`src/rtl/reimu_life_pkg.sv`:
```
// Shared game package for the player life manager.
// Holds the life-state encoding and the lives counter width/limit.
package reimu_life_pkg;

  typedef enum logic [1:0] {
    StIdle,
    StAlive,
    StInvuln,
    StGameOver
  } life_state_e;

  localparam int unsigned          LIVES_W   = 3;
  localparam logic [LIVES_W-1:0]   LIVES_MAX = 3'd7;

endpackage

```
`src/rtl/reimu_life_ctrl.sv`:
```
// Player hit/life manager.
// Consumes the aggregated shot flag from the boss bullet stage and decides whether a hit costs
// a life, opens a timed invulnerability window with sprite blinking, or ends the game.
//
// Ports:
//   clk22      game tick clock
//   rst        asynchronous active-high reset
//   shot       level hit flag, sampled every clk22 edge
//   extend     one-cycle pulse granting an extra life (saturates at 7)
//   start      begins a new game from IDLE or GAME_OVER
//   lives      current life count
//   playing    high in ALIVE and INVULN
//   invuln     high in INVULN
//   visible    sprite enable; blinks on counter bit FLASH_SHIFT during INVULN
//   hit_pulse  one-cycle pulse per accepted hit
//   game_over  high in GAME_OVER
module reimu_life_ctrl
  import reimu_life_pkg::*;
#(
  parameter int unsigned LIVES_INIT   = 3,
  parameter int unsigned INVULN_TICKS = 32,
  parameter int unsigned FLASH_SHIFT  = 2
) (
  input  logic               clk22,
  input  logic               rst,
  input  logic               shot,
  input  logic               extend,
  input  logic               start,
  output logic [LIVES_W-1:0] lives,
  output logic               playing,
  output logic               invuln,
  output logic               visible,
  output logic               hit_pulse,
  output logic               game_over
);

  localparam int unsigned CntW = (INVULN_TICKS > 2) ? $clog2(INVULN_TICKS) : 1;

  localparam logic [CntW-1:0]    CntLoad   = CntW'(INVULN_TICKS - 1);
  localparam logic [LIVES_W-1:0] LivesInit = LIVES_W'(LIVES_INIT);

  life_state_e        state_q, state_d;
  logic [LIVES_W-1:0] lives_q, lives_d;
  logic [CntW-1:0]    cnt_q, cnt_d;
  logic               hit_q, hit_d;
  logic               playing_q, invuln_q, game_over_q;
  logic [LIVES_W-1:0] lives_inc;

  assign lives_inc = (lives_q == LIVES_MAX) ? LIVES_MAX : lives_q + LIVES_W'(1);

  always_comb begin
    state_d = state_q;
    lives_d = lives_q;
    cnt_d   = cnt_q;
    hit_d   = 1'b0;
    unique case (state_q)
      StIdle, StGameOver: begin
        if (start) begin
          state_d = StAlive;
          lives_d = LivesInit;
          cnt_d   = '0;
        end
      end
      StAlive: begin
        if (shot) begin
          hit_d = 1'b1;
          if (extend) begin
            // Hit and extend cancel out, so the player always survives this case.
            state_d = StInvuln;
            cnt_d   = CntLoad;
          end else if (lives_q <= LIVES_W'(1)) begin
            state_d = StGameOver;
            lives_d = '0;
          end else begin
            state_d = StInvuln;
            lives_d = lives_q - LIVES_W'(1);
            cnt_d   = CntLoad;
          end
        end else if (extend) begin
          lives_d = lives_inc;
        end
      end
      StInvuln: begin
        if (extend) lives_d = lives_inc;
        if (cnt_q == '0) begin
          state_d = StAlive;
        end else begin
          cnt_d = cnt_q - CntW'(1);
        end
      end
      default: state_d = StIdle;
    endcase
  end

  always_ff @(posedge clk22 or posedge rst) begin
    if (rst) begin
      state_q     <= StIdle;
      lives_q     <= '0;
      cnt_q       <= '0;
      hit_q       <= 1'b0;
      playing_q   <= 1'b0;
      invuln_q    <= 1'b0;
      game_over_q <= 1'b0;
    end else begin
      state_q     <= state_d;
      lives_q     <= lives_d;
      cnt_q       <= cnt_d;
      hit_q       <= hit_d;
      playing_q   <= (state_d == StAlive) || (state_d == StInvuln);
      invuln_q    <= (state_d == StInvuln);
      game_over_q <= (state_d == StGameOver);
    end
  end

  always_comb begin
    visible = 1'b0;
    if (state_q == StAlive) begin
      visible = 1'b1;
    end else if (state_q == StInvuln) begin
      visible = cnt_q[FLASH_SHIFT];
    end
  end

  assign lives     = lives_q;
  assign playing   = playing_q;
  assign invuln    = invuln_q;
  assign hit_pulse = hit_q;
  assign game_over = game_over_q;

endmodule

```
`config.mk`:
```
export PLATFORM = sky130hd
export DESIGN_NAME = reimu_life_ctrl
export DESIGN_NICKNAME = d
export VERILOG_FILES = /design/src/rtl/reimu_life_pkg.sv /design/src/rtl/reimu_life_ctrl.sv
export SDC_FILE = /design/constraint.sdc
export NUM_CORES = 1
export LEC_CHECK = 0
export ABC_AREA = 1
export BUFFER_PORTS_ARGS = -buffer_cell sky130_fd_sc_hd__buf_2
export CORE_MARGIN = 1.5
export CORE_UTILIZATION = 30
export DETAILED_ROUTE_END_ITERATION = 10
export PLACE_DENSITY_LB_ADDON = 0.3
export SETUP_SLACK_MARGIN = 0.15
export SYNTH_ARGS = -nofsm -noshare
export SYNTH_HDL_FRONTEND = slang
export SYNTH_SLANG_ARGS = --single-unit
```
`constraint.sdc`:
```
create_clock -name clk22 -period 4.44 [get_ports clk22]
set_input_delay 0.444 -clock clk22 [delete_from_list [all_inputs] [get_ports clk22]]
set_output_delay 0.444 -clock clk22 [all_outputs]
set_load 0.01 [all_outputs]
```
; Yosys cells after proc, flatten, opt, wreduce, memory -nomap -nowiden
; Index checks and enable logic that the tools add are counted.
[totals]
reg_bits = 14
latchBits = 0
ramBits = 0
romBits = 0
in_bits = 5
out_inout_bits = 8
wordCells = 52
n_memories = 0
[classes]
n_addsub = 3
mul = 0
div_mod_pow = 0
n_lt_le_gt_ge = 1
n_eq_ne = 12
shifts = 0
muxes = 23
bitwise = 0
n_reduce_logical = 6
[ops]
columns = cell, count
row1 = 2-to-1 mux 5 bit, 5
row2 = 2-to-1 mux 3 bit, 6
row3 = case mux 5 bit (3 select lines), 1
row4 = case mux 3 bit (3 select lines), 1
row5 = "equality test 2 bit, second input constant", 4
row6 = 2-to-1 mux 1 bit, 6
row7 = 2-to-1 mux 2 bit, 3
row8 = "inequality test 2 bit, second input constant", 3
row9 = "inequality test 3 bit, second input constant", 2
row10 = case mux 2 bit (3 select lines), 1
row11 = zero test 5 bit, 1
row12 = "subtractor 5 x 1 -> 5 bit, second input constant", 1
row13 = "equality test 2 x 1 -> 1 bit, second input constant", 2
row14 = AND reduction 4 bit, 1
row15 = "adder 3 x 1 -> 3 bit, second input constant", 1
row16 = "equality test 3 bit, second input constant", 1
row17 = "<= comparator 3 x 1 -> 1 bit, second input constant", 1
row18 = "subtractor 3 x 1 -> 3 bit, second input constant", 1
row19 = zero test 2 bit, 1
row20 = AND reduction 2 bit, 1
row21 = OR reduction 2 bit, 1
row22 = logical OR 1 bit, 1

; Logic depth before layout (Yosys ltp)
[logic_depth]
depth_word = 7
mapped_depth = 12
depth_no_buf = 11

; Worst setup path before layout
; No wires, ideal clock.
[synth_timing]
kind = flip-flop to flip-flop
start = register state_q[0]
end = register playing_q, in the netlist playing
setup_ps = 113
arrival_time_ps = 1459
required_time_ps = 4327
slack_ps = 2868
path_stages_with_launch = 13
n_path_buf = 1
synth_period_minus_slack_ps = 1572
cell_sequence = dfrtp_1 > inv_1 > ha_1 > buf_2 > inv_1 > nand2_2 > nand2_1 > nand3_1 > nor2_1 > nor2_2 > inv_1 > ha_1 > inv_1
[synth_between]
elab_chain_len = 5
word_cells_on_any_way = 12
cone_classes = 5 x eq/ne / 4 x mux / 3 x reduce/logical
[synth_rtl]
columns = item, line
row1 = from (decl), reimu_life_ctrl.sv:42  ; life_state_e state_q, state_d;
row2 = from (signal assigned), reimu_life_ctrl.sv:97  ; state_q <= StIdle;
row3 = from (signal assigned), reimu_life_ctrl.sv:105  ; state_q <= state_d;
row4 = equality test 2 bit / zero test 2 bit (equally long branches), reimu_life_ctrl.sv:56  ; unique case (state_q)
row5 = OR reduction 2 bit, reimu_life_ctrl.sv:56
row6 = case mux 2 bit (3 select lines) *, reimu_life_ctrl.sv:56
row7 = via state_d[0], reimu_life_ctrl.sv:42
row8 = equality test 2 x 1 -> 1 bit / equality test 2 bit (equally long branches), reimu_life_ctrl.sv:109  ; playing_q <= (state_d == StAlive) || (state_d == StInvuln);
row9 = logical OR 1 bit *, reimu_life_ctrl.sv:109
row10 = to (signal assigned), reimu_life_ctrl.sv:109
row11 = to (decl), reimu_life_ctrl.sv:46  ; logic playing_q, invuln_q, game_over_q;
; Mark *: on every way through the listed nets, which the timed path passes. The rest lies on a longest branch.
; A chain may end at the register's enable or synchronous reset.

; Worst setup path after layout
[layout_timing]
start = register state_q[1]
end = output port visible
[layout_between]
elab_chain_len = 3
word_cells_on_any_way = 4
cone_classes = 2 x eq/ne / 2 x mux
[layout_rtl]
columns = item, line
row1 = equality test 2 bit, reimu_life_ctrl.sv:119  ; end else if (state_q == StInvuln) begin
row2 = 2-to-1 mux 1 bit, reimu_life_ctrl.sv:119
row3 = 2-to-1 mux 1 bit *, reimu_life_ctrl.sv:117  ; if (state_q == StAlive) begin
row4 = to (decl), reimu_life_ctrl.sv:32  ; output logic visible,
; Every way passes the cells marked *; elsewhere a longest branch is shown, timed or not.

==> out/qor.csv <==
metric;value;unit
Seq/Total Area, Yosys;0.3825;
outcome;complete, no violations;
Area Overhead vs Synth;12.70;%
Die W;58.26;µm
hold_buf cts;0;
Cell Rows;19;
Slew headroom;0.6322;
critical path fanouts, max;6;
HPWL Detailed;1.445;mm
IR drop worst, VDD;265.9;µV
Startpoint Class;flop;
die area;3394;µm²
Vias;791;
Starting DRT DRC Count;22;
CTS tree;yes;
Layout Utilization;0.3649;
Post-Place Cells;168;
PortBufs;12;
Final min period;1863;ps
Worst R2R Start;state_q[0]$_DFF_PP0_;
Initial Utilization;0.3238;
vias per cell;4.626;
Post-Syn Instances;126;
fin nets;154;
DIE HEIGHT;58.26;µm
f_max;536.7;MHz
RSZ-0062 raised after global routing;false;
vias in the first global route;779;
first-pass GRT wire length;3.415;mm
slew of the pin with the lowest slew margin;551.1;ps
Mapped Area;915.9;µm²
Fin. Hold Viols;0;
warnings from Yosys;0;
Max Transition Viols Final;0;
Yosys reg bits;14;
cts bufs inserted;3;
CP Capture Type;output pin;
final setup vio count;0;
Routed WL;1.837;mm
number of standard cells in the final layout excluding fillers;171;
Ports;13;
critical path class;reg2out;
Top FF cell, synth;dfrtp_1;
Worst Path Required;4000;ps
DRC errors left;0;
most frequent cell after synthesis;nand2_1;
Congestion Overflow GR;0;
Yosys cell types;20;
period utilization;0.4197;
clock-pin slew on the worst setup and hold paths;80;ps
clk sinks;14;
reg2reg end;playing$_DFF_PP0_;
Static Leak;0.5759;nW
async set-or-reset flop fraction in the synthesized netlist;1.000;
Area contributors post-synth;dfrtp_1 38%, nand2_1 15%, ha_1 9.6%, inv_1 8.2%, nand3_1 6.6%;
GR Util All Layers;0.1324;
core area;2829;µm²
drt pass-1 iters;6;
Post-CTS Setup Bufs;0;
gpl congestion;0.8292;
Setup TNS;0;ps
Max H-tree Level;1;
Synth area leader;dfrtp_1;
most frequent cells after synthesis;36 x nand2_1, 20 x inv_1, 14 x dfrtp_1, 12 x nand3_1;
Longest Clk Path Bufs;2;
Resized cells post-CTS;0;
clk root buf;clkbuf_4;
worst min-delay path class;in2async;
area share of the largest cell type after synthesis;0.3825;
R2R setup slack;2630;ps
Synth Area per Inst;7.269;µm²
antenna violations before repair;0;
pin count of the biggest net entering global routing;15;
clock latency on the worst-skew pair;280;ps
Ant. Diodes;0;
Pwr per Cell Area;758.1;nW/µm²
Setup Skew;0.3048;ps
Routed Antenna Nets;0;
Post-synth EDFFs;0;
Max Cap Violations;0;
layout cells sized above 1;0.2000;
Reg2Reg Depth;11;
Net Count, Synth;138;
Crit path arrival time;1420;ps
WL per Instance;10.74;µm
==> kinds of logic (layout without fill, tap and decap cells) <==
group                      after synthesis  count (layout)  synth area share
DFF                                     14              14            0.3825
buffers and inverters                   24              38            0.1011
xor gates and xnor gates                 1               1          0.009565
adders and majority gates                7               7           0.09562
and+or+nand+nor                         65              65            0.3224
AOI/OAI and AO/OA                       15              15           0.08879
==> worst max-delay path: stages (launching register included) <==
cell and delay, ps:
dfrtp_1 400, inv_1 80, ha_1 280, inv_1 160, nand2_1 90, buf_2 130
==> worst max-delay path by stage <==
stage	from	to	slack, ps	cells after the start
after detailed placement	state_q[0]$_DFF_PP0_	playing$_DFF_PP0_	2630	11
after global placement	state_q[0]$_DFF_PP0_	playing$_DFF_PP0_	2650	11
after global routing	state_q[0]$_DFF_PP0_	playing$_DFF_PP0_	2450	11
after CTS	state_q[1]$_DFF_PP0_	visible	2590	5
after floorplan	state_q[0]$_DFF_PP0_	playing$_DFF_PP0_	2870	12
final	state_q[1]$_DFF_PP0_	visible	2580	5
==> sequential cells by signal, indices dropped and copies added (netlist names) <==
name       flops
hit_pulse      1
invuln         1
state_q        2
cnt_q          5
lives          3
playing        1
game_over      1
==> through the flow <==
step | hold slack (ps) | worst slack [ps] | power, mW | cell area [µm²]
2_1_floorplan | 333.2 | 2868 | 0.5972 | 915.9
3_3_place_gp | 492.8 | 2653 | 0.7116 | 1010
3_5_place_dp | 497.8 | 2625 | 0.7135 | 1010
4_1_cts | 216.7 | 2589 | 0.7899 | 1032
5_1_grt | 239.0 | 2452 | 0.8847 | 1032
6_report | 197.4 | 2577 | 0.7826 | 1032
==> layer usage <==
| metal | track usage | share of wire | up-vias |
|---|---|---|---|
| met1 | 0.1799 | 0.51 | 355 |
| met5 | 0 | 0 | - |
| li1 | - | - | 422 |
| met3 | 0.02009 | 0.024 | 4 |
| met2 | 0.1981 | 0.43 | 10 |
| met4 | 0.07973 | 0.028 | 0 |
==> cell type report <==
type	instances	area [µm²]
Timing Repair Buffer	12	60.06
Inverter	23	87.58
Tap cell	31	38.79
Clock buffer	3	22.52
Multi-Input combinational cell	88	473.0
Sequential cell	14	350.3
Fill cell	306	1797
==> cell usage in the layout, fill, tap and decap left out <==
master     n
or2_2      1
a21oi_1    6
o22ai_1    2
nand3_2    3
inv_1     20
o21ai_1    1
xnor2_1    1
o21ai_0    5
nand2_2    2
o21ai_2    1
buf_2     12
ha_1       7
nor2_2     3
nand2_1   36
dfrtp_1   14
inv_2      2
nand3_1   12
nand4_1    1
clkinv_2   1
nor2_1     7
clkbuf_4   3
==> where the power goes <==
group	internal [mW]	switching, mW
Clock	0.0314	0.0406
Combinational	0.176	0.304
Sequential	0.183	0.0474
Total	0.391	0.392
No activity file was read; power rests on OpenSTA's default activity.
